<file path="config.mk">
export PLATFORM = sky130hd
export DESIGN_NAME = next_pc_unit
export DESIGN_NICKNAME = d
export VERILOG_FILES = /design/src/rtl/next_pc_unit.sv
export SDC_FILE = /design/constraint.sdc
export NUM_CORES = 1
export LEC_CHECK = 0
export CAP_MARGIN = 20
export CORE_ASPECT_RATIO = 0.6
export CORE_UTILIZATION = 41
export CTS_BUF_LIST = sky130_fd_sc_hd__clkbuf_8
export CTS_CLUSTER_SIZE = 25
export DETAILED_ROUTE_END_ITERATION = 12
export PLACE_DENSITY_LB_ADDON = 0.12
export REMOVE_ABC_BUFFERS = 1
export SETUP_SLACK_MARGIN = 0.02
export SKIP_LAST_GASP = 1
export SYNTH_ARGS = -nofsm -noshare
export SYNTH_HDL_FRONTEND = slang
export SYNTH_SLANG_ARGS = --single-unit
export TNS_END_PERCENT = 1
</file>
<file path="constraint.sdc">
create_clock -name clk -period 3.5 [get_ports clk]
set_input_delay 0.7 -clock clk [delete_from_list [all_inputs] [get_ports clk]]
set_output_delay 0.7 -clock clk [all_outputs]
set_load 0.02 [all_outputs]
</file>
<file path="src/rtl/next_pc_unit.sv">
// Next-PC and exception sequencing for the stage feeding the PC register.
// Selects the next fetch address, raises traps to the fixed vector by
// dropping pc_en, and tracks EPC/cause with a two-state trap FSM.
module next_pc_unit #(
  parameter logic [15:0] VEC_ADDR    = 16'h0000,
  parameter int          INSTR_BYTES = 2
) (
  input  logic        clk,
  input  logic        rst,
  input  logic [15:0] pc,
  input  logic [1:0]  pc_src,
  input  logic        branch_taken,
  input  logic [15:0] branch_off,
  input  logic [11:0] jump_imm,
  input  logic [15:0] jr_addr,
  input  logic        eret,
  input  logic        illegal_op,
  input  logic        ovf,
  output logic [15:0] pc_next,
  output logic        pc_en,
  output logic [15:0] epc,
  output logic [1:0]  cause,
  output logic        in_handler,
  output logic        double_fault
);

  typedef enum logic {RUN, HANDLER} state_t;

  localparam logic [15:0] StepBytes = 16'(INSTR_BYTES);

  localparam logic [1:0] CauseNone     = 2'b00;
  localparam logic [1:0] CauseIllegal  = 2'b01;
  localparam logic [1:0] CauseOverflow = 2'b10;
  localparam logic [1:0] CauseMisalign = 2'b11;

  state_t      state_q;
  logic [15:0] epc_q;
  logic [1:0]  cause_q;
  logic        inHandler_q;
  logic        doubleFault_q;

  logic [15:0] pcPlus;
  logic [15:0] branchTarget;
  logic [15:0] jumpTarget;
  logic [15:0] selTarget;
  logic        misaligned;
  logic        runIllegal;
  logic        runExc;
  logic [1:0]  cause_d;
  logic        handlerEvent;

  // The vector is hardwired in the PC register; kept here only as a record.
  logic unusedVecAddr;
  assign unusedVecAddr = ^VEC_ADDR;

  // Candidate targets; all sums wrap at 16 bits.
  always_comb begin
    pcPlus       = pc + StepBytes;
    branchTarget = pcPlus + (branch_off << 1);
    jumpTarget   = {pcPlus[15:13], jump_imm, 1'b0};
  end

  // Pick the target from pc_src; an untaken branch falls through.
  always_comb begin
    selTarget = pcPlus;
    unique case (pc_src)
      2'b00: selTarget = pcPlus;
      2'b01: selTarget = branch_taken ? branchTarget : pcPlus;
      2'b10: selTarget = jumpTarget;
      2'b11: selTarget = jr_addr;
      default: selTarget = pcPlus;
    endcase
  end

  // Classify exceptional conditions; eret outside a handler is illegal.
  always_comb begin
    misaligned   = selTarget[0];
    runIllegal   = illegal_op | eret;
    runExc       = runIllegal | ovf | misaligned;
    handlerEvent = illegal_op | ovf | misaligned;
    cause_d      = CauseNone;
    if (runIllegal)      cause_d = CauseIllegal;
    else if (ovf)        cause_d = CauseOverflow;
    else if (misaligned) cause_d = CauseMisalign;
  end

  // Same-cycle PC steering: trap drops pc_en, eret in the handler returns past EPC.
  always_comb begin
    pc_next = selTarget;
    pc_en   = 1'b1;
    if (state_q == RUN) begin
      if (runExc) pc_en = 1'b0;
    end else begin
      if (eret) pc_next = epc_q + StepBytes;
    end
    if (!rst) pc_en = 1'b1;
  end

  // Trap FSM with EPC, cause, handler flag and sticky double-fault registers.
  always_ff @(posedge clk) begin
    if (!rst) begin
      state_q       <= RUN;
      epc_q         <= 16'h0000;
      cause_q       <= CauseNone;
      inHandler_q   <= 1'b0;
      doubleFault_q <= 1'b0;
    end else begin
      unique case (state_q)
        RUN: begin
          if (runExc) begin
            epc_q       <= pc;
            cause_q     <= cause_d;
            state_q     <= HANDLER;
            inHandler_q <= 1'b1;
          end
        end
        HANDLER: begin
          if (handlerEvent) doubleFault_q <= 1'b1;
          if (eret) begin
            cause_q     <= CauseNone;
            state_q     <= RUN;
            inHandler_q <= 1'b0;
          end
        end
        default: begin
          state_q     <= RUN;
          inHandler_q <= 1'b0;
        end
      endcase
    end
  end

  assign epc          = epc_q;
  assign cause        = cause_q;
  assign in_handler   = inHandler_q;
  assign double_fault = doubleFault_q;

endmodule

</file>
==> metrics.md, run 1 <==
| Metric | Value |
|---|---|
| Worst path required time | 2.80 ns |
| Slew @ Worst Pin | 0.3405 ns |
| Shortest period the worst path allows | 3.862 ns |
| Warnings, synthesis | 0 |
| Total vias in the final route | 3115 |
| Max_slew headroom | 77.23% |
| Deepest clock path buffer count | 2 |
| Unrepaired setup endpoints after global routing | true |
| Top Family by Delay on Critical Path | simple AND/OR/NAND/NOR gates |
| Startpoint types | input pin |
| P per Cell Area | 245.1 nW/um2 |
| Row count | 22 |
| Max-slew violation count | 0 |
| Largest net degree at the start of global routing | 22 |
| Gpl congestion | 0.8886 |
| Cell types with the largest area share after synthesis | sky130_fd_sc_hd__dfxtp_1, sky130_fd_sc_hd__mux2i_1, sky130_fd_sc_hd__ha_1, sky130_fd_sc_hd__xnor2_1, sky130_fd_sc_hd__nor2b_1 |
| Most common cell after layout, fill and taps aside | sky130_fd_sc_hd__clkdlybuf4s50_1 |
| Post-synthesis sequential area ratio | 16.02% |
| Outcome | finished, violations left |
| Final antenna diode count | 0 |
| Most frequent cells in the layout | sky130_fd_sc_hd__clkdlybuf4s50_1, sky130_fd_sc_hd__buf_4, sky130_fd_sc_hd__mux2i_1 |
| Remaining routing DRC violations | 0 |
| Starting density of the core | 42.76% |
| Count of state elements after synthesis | 21 |
| Die boundary height | 63.98 um |
| Share of the clock period used by the worst path | 110.3% |
| Post-Syn Area | 2625 um2 |
| Clk root buf | sky130_fd_sc_hd__clkbuf_8 |
| Post-Route Setup TNS | -3.151 ns |
| Maximum clock frequency | 259.0 MHz |
| Fin. Hold Viols | 0 |
| Cell-internal power | 697.9 uW |
| Worst path cell trace | buf_6, and4_4, buf_6, and3_4, nand2_4, xnor2_4, ha_4, a21o_1, a21oi_2, a21oi_2, or4_1, nand3_1, a31oi_1, buf_2 |
| Wirelength, routed | 9401 um |
| Slowest stage delay, CP | 0.53 ns |
| Gr usage total | 28.03% |
| Post-route antenna net violation count | 0 |
| Portion of synthesized cell area occupied by the leading cell type | 16.02% |
| Sum of net half-perimeters after detailed placement | 7114 um |
| Die outline area | 6737 um2 |
| Clock sinks | 21 |
| Mean area per synthesized cell | 8.102 um2 |
| Setup WS pre-CTS | -1.324 ns |
| Fraction of final layout cells with drive strength greater than 1 | 31.15% |
| Remaining global-route overflow | 0 |
| Number of violations reported at the end of detailed-routing iteration 0 | 144 |
| Yosys cell types | 63 |
| Switching share of power | 37.99% |
| Average wire length per cell after detail routing | 16.44 um |
| Static Leak | 0.001997 uW |
| Worst setup path class | in -> out |
| Cell with the largest stage delay on the worst path | sky130_fd_sc_hd__or4_1 |
| Sequential group share of total power | 25.3% |
| Primary flip-flop cell chosen by synthesis mapping | sky130_fd_sc_hd__dfxtp_1 |
| First drt pass iteration count | 8 |
| Clock insertion delay at the later pin of the skew report | 0.26 ns |
| Library cell occupying the most area in the post-synthesis netlist | sky130_fd_sc_hd__dfxtp_1 |
| Instance count after placement with tap cells included | 556 |
| Final setup vio count | 13 |
| Logic gate share of total power | 60.3% |
| TritonCTS clock tree | yes |
| Setup slack after layout | -0.3617 ns |
| Data arrival time of the worst path | 3.16 ns |
| Clock-pin slew reported for the worst setup and hold paths after clock tree synthesis | 0.08 ns |
| Count of buffers from port buffering | 103 |
| CTS buffer count | 3 |
| First-pass GRT wire length | 15030 um |
| Synth Instances | 324 |
| Largest fanout on the critical path | 4 |
| Vias per inst | 5.446 |
| Path class of the lowest-slack min-delay path | reg -> reg |
| Reg2reg setup slack | 2.16 ns |
| I/O pin total | 105 |
| Total core area | 6138 um2 |
| H-Tree Depth | 1 |
| Layout area overhead | 74.93% |
| Clock share of power | 14.4% |
| Critical path buffer and inverter count | 3 |
| Number of buffers inserted for hold repair after clock tree synthesis | 0 |
| Count of placed standard cells in the final layout, fillers left out | 572 |
| Post-synth EDFFs | 0 |
| Clock Skews | 0.004362 ns |
| Initial antenna violation count | 0 |
| Die boundary width | 105.3 um |
| Max Cap Violations | 0 |
| Total number of nets in the final design | 576 |
| Violations in the final reports | setup timing |
| Share of async-settable or async-resettable flops after synthesis | 0% |
| Switching power of the nets | 427.6 uW |
| Number of global-route vias before repair | 3080 |
| Element type at the critical path end | output pin |
| Worst VDD drop | 180.8 uV |
## power groups by stage
stage / logic [uW] / registers (uW) / clock network (uW)
after floorplan: 286 / 306 / 0
after global placement: 608 / 288 / 0
after detailed placement: 614 / 289 / 0
after CTS: 652 / 284 / 162
after global routing: 725 / 288 / 178
final: 679 / 284 / 162
## stage by stage
step | util (%) | total power [uW] | cell area, um2 | hold slack [ns]
after floorplan | - | 592.1 | 2550 | 0.5633
after global placement | 67.47 | 896.1 | 4141 | 0.4744
after detailed placement | 67.47 | 903.0 | 4141 | 0.4821
after CTS | 72.69 | 1097 | 4462 | 0.5016
after global routing | 74.81 | 1191 | 4592 | 0.5416
final | 74.81 | 1126 | 4592 | 0.4977
## repair_timing
action | in CTS | in global routing
endpoints found under the setup margin | 14 | 15
gates resized for setup | 103 | 23
pin swaps | 34 | 24
setup buffers | 11 | 1
## sequential cells by signal, summed over array words and instances (netlist names)
signal        count
in_handler        1
epc              16
cause             2
double_fault      1
state_q           1
## cell families after synthesis
logic type	synth area share (%)
AO/OA/AOI/OAI	20.26
XOR/XNOR	12.68
adder cells (fa/ha/maj)	9.342
buffers and inverters	3.146
flip-flops	16.02
multiplexers	13.30
AND/OR/NAND/NOR	25.26
## Yosys cell counts, types with 2 or more instances
cell	count
sky130_fd_sc_hd__nand3_1	15
sky130_fd_sc_hd__mux2i_1	27
sky130_fd_sc_hd__nand4_1	3
sky130_fd_sc_hd__ha_1	18
sky130_fd_sc_hd__xnor2_1	22
sky130_fd_sc_hd__nor2_1	25
sky130_fd_sc_hd__dfxtp_1	21
sky130_fd_sc_hd__xor2_1	11
sky130_fd_sc_hd__o21ai_1	2
sky130_fd_sc_hd__a21oi_2	2
sky130_fd_sc_hd__clkbuf_1	8
sky130_fd_sc_hd__a21o_1	6
sky130_fd_sc_hd__and3_1	6
sky130_fd_sc_hd__and4_1	2
sky130_fd_sc_hd__o21a_1	3
sky130_fd_sc_hd__o211ai_1	3
sky130_fd_sc_hd__mux2_2	7
sky130_fd_sc_hd__nand2_1	25
sky130_fd_sc_hd__buf_6	2
sky130_fd_sc_hd__and4_4	4
sky130_fd_sc_hd__a222oi_1	4
sky130_fd_sc_hd__o21ai_0	11
sky130_fd_sc_hd__nand2b_1	2
sky130_fd_sc_hd__a31oi_1	6
sky130_fd_sc_hd__buf_2	3
sky130_fd_sc_hd__nor2b_1	23
sky130_fd_sc_hd__a21oi_1	24
sky130_fd_sc_hd__and2_1	4
## worst reg2reg max path, delay by kind of cell, from the launching register on
| kind | cells | cell delay, ns |
|---|---|---|
| DFF | 1 | 0.40 |
| AOI/OAI and AO/OA | 1 | 0.16 |
| and+or+nand+nor | 1 | 0.07 |
| muxes | 1 | 0.28 |
| buffers and inverters | 1 | 0.32 |
## path summary, 6_finish.rpt
| path | from | cells after the start | end |
|---|---|---|---|
| hold / removal | double_fault | 2 | double_fault |
| setup / recovery | pc[3] | 14 | pc_next[14] |
| setup reg to reg | state_q | 4 | epc[1] |
| hold reg to reg | double_fault | 2 | double_fault |
## layout make-up
class                      count  area, um2
clock inverter                 1      5.005
fill                         471       1546
tap                           84      105.1
sequential                    21      420.4
timing repair buffer         174       1565
inverter                       2      7.507
multi-input combinational    287       2447
clock buffer                   3      41.29
## layer usage
metal	global-route usage, %	share of wire [%]
met4	2.289	0.29
met5	0	0
met2	49.26	47
met3	5.000	5.8
met1	37.25	47
Note: power is estimated with default switching activity, not from simulation.
==> inputs of run 2 (changes only) <==
--- a/config.mk
+++ b/config.mk
@@ -7,7 +7,7 @@
 export LEC_CHECK = 0
 export CAP_MARGIN = 20
 export CORE_ASPECT_RATIO = 0.6
-export CORE_UTILIZATION = 41
+export CORE_UTILIZATION = 45
 export CTS_BUF_LIST = sky130_fd_sc_hd__clkbuf_8
 export CTS_CLUSTER_SIZE = 25
 export DETAILED_ROUTE_END_ITERATION = 12
==> constraint.sdc (replaced) <==
create_clock -name clk -period 4.4 [get_ports clk]
set_input_delay 0.88 -clock clk [delete_from_list [all_inputs] [get_ports clk]]
set_output_delay 0.88 -clock clk [all_outputs]
set_load 0.02 [all_outputs]
==> metrics.md, run 2 (same netlist as run 1, synthesis figures left out) <==
| Metric | Value |
|---|---|
| TritonCTS clock tree | yes |
| Number of violations reported at the end of detailed-routing iteration 0 | 218 |
| Element type at the critical path end | output pin |
| Fin. Hold Viols | 0 |
| Startpoint types | input pin |
| Cell with the largest stage delay on the worst path | sky130_fd_sc_hd__ha_4 |
| Average wire length per cell after detail routing | 16.15 um |
| Sum of net half-perimeters after detailed placement | 6957 um |
| Slew @ Worst Pin | 0.4556 ns |
| Count of buffers from port buffering | 103 |
| Most frequent cells in the layout | sky130_fd_sc_hd__clkdlybuf4s50_1, sky130_fd_sc_hd__buf_4, sky130_fd_sc_hd__mux2i_1 |
| Most common cell after layout, fill and taps aside | sky130_fd_sc_hd__clkdlybuf4s50_1 |
| Number of global-route vias before repair | 3054 |
| Row count | 21 |
| Die outline area | 6153 um2 |
| Max Cap Violations | 0 |
| Area after detailed placement | 4056 um2 |
| Total vias in the final route | 3089 |
| Worst path cell trace | clkdlybuf4s15_2, ha_4, nand3_1, xnor2_2, ha_4, o211ai_1, o211ai_2, a31oi_2, o21ai_1, mux2i_1, mux2i_1, o311ai_1, buf_2 |
| Static Leak | 0.001867 uW |
| Flip-flop count of the largest register, all copies and words added | 16 |
| Final setup vio count | 2 |
| First-pass GRT wire length | 14300 um |
| Die boundary width | 100.6 um |
| Reg-to-Reg Start | state_q |
| Clock sinks | 21 |
| Critical path buffer and inverter count | 2 |
| Layout area overhead | 63.06% |
| Setup WS pre-CTS | -0.8289 ns |
| Gpl congestion | 0.9158 |
| Largest fanout on the critical path | 7 |
| Max-slew violation count | 0 |
| Post-route antenna net violation count | 0 |
| Total number of nets in the final design | 557 |
| Worst VDD drop | 154.1 uV |
| Die boundary height | 61.16 um |
| Cell area after layout | 4280 um2 |
| Maximum clock frequency | 226.5 MHz |
| Wirelength, routed | 8868 um |
| Path class of the lowest-slack min-delay path | reg -> reg |
| First element of the critical path | pc[1] |
| I/O pin total | 105 |
| H-Tree Depth | 1 |
| Number of buffers inserted for hold repair after clock tree synthesis | 0 |
| First drt pass iteration count | 6 |
| CTS buffer count | 3 |
| Vias per inst | 5.627 |
| Worst path required time | 3.52 ns |
| Fraction of final layout cells with drive strength greater than 1 | 23.24% |
| Clock Skews | 0.002991 ns |
| Slowest stage delay, CP | 0.30 ns |
| Setup slack after layout | -0.01442 ns |
| Top Family by Delay on Critical Path | compound AO/OA/AOI/OAI gates |
| Worst setup path class | in -> out |
| Max_slew headroom | 69.63% |
| Starting density of the core | 46.90% |
| Initial antenna violation count | 0 |
| Data arrival time of the worst path | 3.53 ns |
| Share of the clock period used by the worst path | 100.3% |
| Hold Startpoint | double_fault |
| Remaining global-route overflow | 0 |
| Largest net degree at the start of global routing | 22 |
| Clock insertion delay at the later pin of the skew report | 0.26 ns |
| Violations in the final reports | setup timing |
| Gr usage total | 30.13% |
| Clk root buf | sky130_fd_sc_hd__clkbuf_8 |
| Clock-pin slew reported for the worst setup and hold paths after clock tree synthesis | 0.08 ns |
| Outcome | finished, violations left |
| Remaining routing DRC violations | 0 |
| Total core area | 5597 um2 |
| P per Cell Area | 201.2 nW/um2 |
| Deepest clock path buffer count | 2 |
| Final antenna diode count | 0 |
| Unrepaired setup endpoints after global routing | true |
| Shortest period the worst path allows | 4.414 ns |
==> run 2: path summary, 6_finish.rpt <==
check                               endpoint  slack, ns  cells after the start
worst min-delay path            double_fault       0.50                      2
worst max register to register      cause[0]       3.06                      3
worst max-delay path             pc_next[15]      -0.01                     13
worst min register to register  double_fault       0.50                      2
==> run 2: where the power goes <==
part,switching [uW],internal (uW)
clock,65.8,63.2
combinational,242,264
sequential,20.3,206
total,328,533
==> run 2: layout make-up <==
cell class | count | area, um2
clock inverters | 1 | 5.005
flip-flops and latches | 21 | 420.4
clock buffers | 3 | 41.29
fillers | 427 | 1316
well taps | 80 | 100.1
inverters | 2 | 7.507
multi-input cells | 287 | 2293
repair buffers | 155 | 1413
==> run 2: through the flow <==
step                      power [uW]  setup TNS (ns)  utilization (%)  cells  hold WS [ns]
final                          861.4        -0.02341            76.48    549        0.5026
after global routing           909.6         -0.9124            76.48    549        0.5245
after CTS                      850.0               0            75.90    549        0.5094
after detailed placement       711.7          -7.273            72.48    543        0.4870
after global placement         703.1          -6.785            72.48    543        0.4745
after floorplan                471.0               0                -    310        0.5633
==> run 2: worst register-to-register path, delay by kind of cell, from the launching register on <==
family | cells | cell delay [ns]
compound gates | 1 | 0.14
simple gates | 1 | 0.29
flops | 1 | 0.53
buf+inv | 1 | 0.29
==> run 2: metal layers <==
| layer | global-route usage (%) | routed length (um) | part of all wire [%] | vias up |
|---|---|---|---|---|
| met4 | 10.56 | 165 | 1.9 | 0 |
| met2 | 49.12 | 3882 | 44 | 148 |
| met3 | 7.037 | 775 | 8.7 | 19 |
| li1 | - | - | - | 1482 |
| met5 | 0 | 0 | 0 | - |
| met1 | 39.95 | 4045 | 46 | 1440 |
==> run 2: timing repair <==
item,in CTS,in global routing
gates resized for setup,62,7
setup buffers,2,0
setup endpoints to repair,13,10
pin swaps,18,1
==> inputs of run 3 (changes only) <==
--- a/config.mk
+++ b/config.mk
@@ -7,6 +7,7 @@
 export LEC_CHECK = 0
 export CAP_MARGIN = 20
 export CORE_ASPECT_RATIO = 0.6
+export CORE_MARGIN = 2
 export CORE_UTILIZATION = 45
 export CTS_BUF_LIST = sky130_fd_sc_hd__clkbuf_8
 export CTS_CLUSTER_SIZE = 25
==> metrics.md, run 3 (same netlist as run 1, synthesis figures left out) <==
| Metric | Value |
|---|---|
| Worst path required time | 3.52 ns |
| Cell with the largest stage delay on the worst path | sky130_fd_sc_hd__clkdlybuf4s15_1 |
| Element type at the critical path end | output pin |
| Reg2reg setup slack | 3.07 ns |
| Die boundary width | 102.6 um |
| Clock-pin slew reported for the worst setup and hold paths after clock tree synthesis | 0.08 ns |
| TritonCTS clock tree | yes |
| Worst path cell trace | dlygate4sd2_1, buf_4, buf_4, nand3_1, xnor2_2, ha_1, buf_4, a21oi_2, nand2_2, buf_4, nor2_1, xnor2_1, a222oi_1, a21oi_1, clkdlybuf4s15_1 |
| Static Leak | 0.001920 uW |
| Most frequent cells in the layout | sky130_fd_sc_hd__clkdlybuf4s50_1, sky130_fd_sc_hd__buf_4, sky130_fd_sc_hd__mux2i_1 |
| Total vias in the final route | 3077 |
| WHS | 0.5122 ns |
| Largest fanout on the critical path | 4 |
| Slowest stage delay, CP | 0.36 ns |
| Clock sinks | 21 |
| Max-slew violation count | 0 |
| Stages on the worst setup path | 15 |
| Cell count of the worst reg-to-reg path | 3 |
| Number of violations reported at the end of detailed-routing iteration 0 | 173 |
| Worst setup path class | in -> out |
| Sum of internal, switching and leakage power | 893.1 uW |
| H-Tree Depth | 1 |
| Sum of net half-perimeters after detailed placement | 7259 um |
| Largest net degree at the start of global routing | 22 |
| Gr usage total | 27.94% |
| Deepest clock path buffer count | 2 |
| Average wire length per cell after detail routing | 16.66 um |
| Multi-input gate area | 2390 um2 |
| Max Cap Violations | 0 |
| Maximum clock frequency | 227.6 MHz |
| Share of the clock period used by the worst path | 99.85% |
| P per Cell Area | 201.2 nW/um2 |
| Vias per inst | 5.514 |
| Row count | 21 |
| Number of global-route vias before repair | 2948 |
| First drt pass iteration count | 5 |
| Critical path buffer and inverter count | 6 |
| Layout area overhead | 69.07% |
| Shortest period the worst path allows | 4.394 ns |
| Remaining global-route overflow | 0 |
| Remaining routing DRC violations | 0 |
| Count of buffers from port buffering | 103 |
| Seq. cell area | 420.4 um2 |
| Top Family by Delay on Critical Path | buffers and inverters |
| Clk root buf | sky130_fd_sc_hd__clkbuf_8 |
| Initial antenna violation count | 0 |
| Total number of nets in the final design | 566 |
| Fin. Hold Viols | 0 |
| Total core area | 5597 um2 |
| Path class of the lowest-slack min-delay path | reg -> reg |
| I/O pin total | 105 |
| Reg-to-Reg Start | state_q |
| Starting density of the core | 46.90% |
| Most common cell after layout, fill and taps aside | sky130_fd_sc_hd__clkdlybuf4s50_1 |
| Terminus of the critical flop-to-flop path | cause[0] |
| Fraction of final layout cells with drive strength greater than 1 | 26.36% |
| Max_slew headroom | 71.12% |
| Number of buffers inserted for hold repair after clock tree synthesis | 0 |
| First-pass GRT wire length | 14380 um |
| Slew @ Worst Pin | 0.4332 ns |
| Share of the core filled with cells in the final layout | 79.30% |
| Hold Startpoint | double_fault |
| Outcome | completed |
| Startpoint types | input pin |
| Worst path most repeated cell | sky130_fd_sc_hd__buf_4 |
| Die outline area | 6480 um2 |
| Fillcell total | 387 |
| Clock insertion delay at the later pin of the skew report | 0.27 ns |
| Hold-critical path endpoint | double_fault |
| Wirelength, routed | 9298 um |
| Die boundary height | 63.16 um |
| Clock Skews | 0.005317 ns |
| Gpl congestion | 0.8813 |
| Post-route antenna net violation count | 0 |
| Flip-flop count of the largest register, all copies and words added | 16 |
| Worst VDD drop | 162.2 uV |
| Unrepaired setup endpoints after global routing | true |
| Data arrival time of the worst path | 3.51 ns |
| Worst hold stages | 2 |
| Final antenna diode count | 0 |
| CTS buffer count | 3 |
| Final setup vio count | 0 |
## run 3: per-stage QoR
stage	setup WS (ns)	setup TNS [ns]	cell area [um2]	cells
floorplan	0.4273	0	2550	310
global placement	-0.6740	-5.922	4099	547
detailed placement	-0.7235	-6.310	4099	547
CTS	0.01479	0	4305	556
global route	-0.1256	-0.6703	4438	558
finish	0.006463	0	4438	558
## run 3: what timing repair did
action | 4_1_cts | 5_1_grt
buffers inserted | 5 | 2
resized for setup | 66 | 25
endpoints found under the setup margin | 13 | 10
pin swaps | 19 | 9
## run 3: final cells by class
class	instances	area share, %
clock buffer	3	0.9304
clock inverter	1	0.1692
inverter	2	0.1692
multi-input combinational	287	53.85
sequential	21	9.473
tap	80	2.255
timing repair buffer	164	33.15
## run 3: worst register-to-register path: stages (launching register included)
cell and delay (ns):
sky130_fd_sc_hd__dfxtp_1 0.52, sky130_fd_sc_hd__nand2_1 0.28, sky130_fd_sc_hd__buf_4 0.28, sky130_fd_sc_hd__o2111a_1 0.15
## run 3: how the worst max path moves through the flow
stage                from     endpoint  slack (ns)
floorplan           pc[6]  pc_next[14]        0.43
global placement    pc[2]  pc_next[14]       -0.67
detailed placement  pc[6]  pc_next[14]       -0.72
CTS                 pc[9]  pc_next[15]        0.01
global route        pc[4]   pc_next[6]       -0.13
finish              pc[4]   pc_next[6]       0.006
## run 3: where the power goes
group          internal, uW  switching (uW)  leakage, uW
combinational           277             256      0.00172
sequential              206            20.8     0.000174
clock                  64.2            70.3    0.0000217
total                   547             347      0.00192
## run 3: per-layer routing
metal,up-vias,share of wire [%],track usage (%)
li1,1507,-,-
met1,1432,45,39.74
met3,8,7.7,5.216
met5,-,0,0
met2,130,47,45.18
met4,0,0.55,3.167
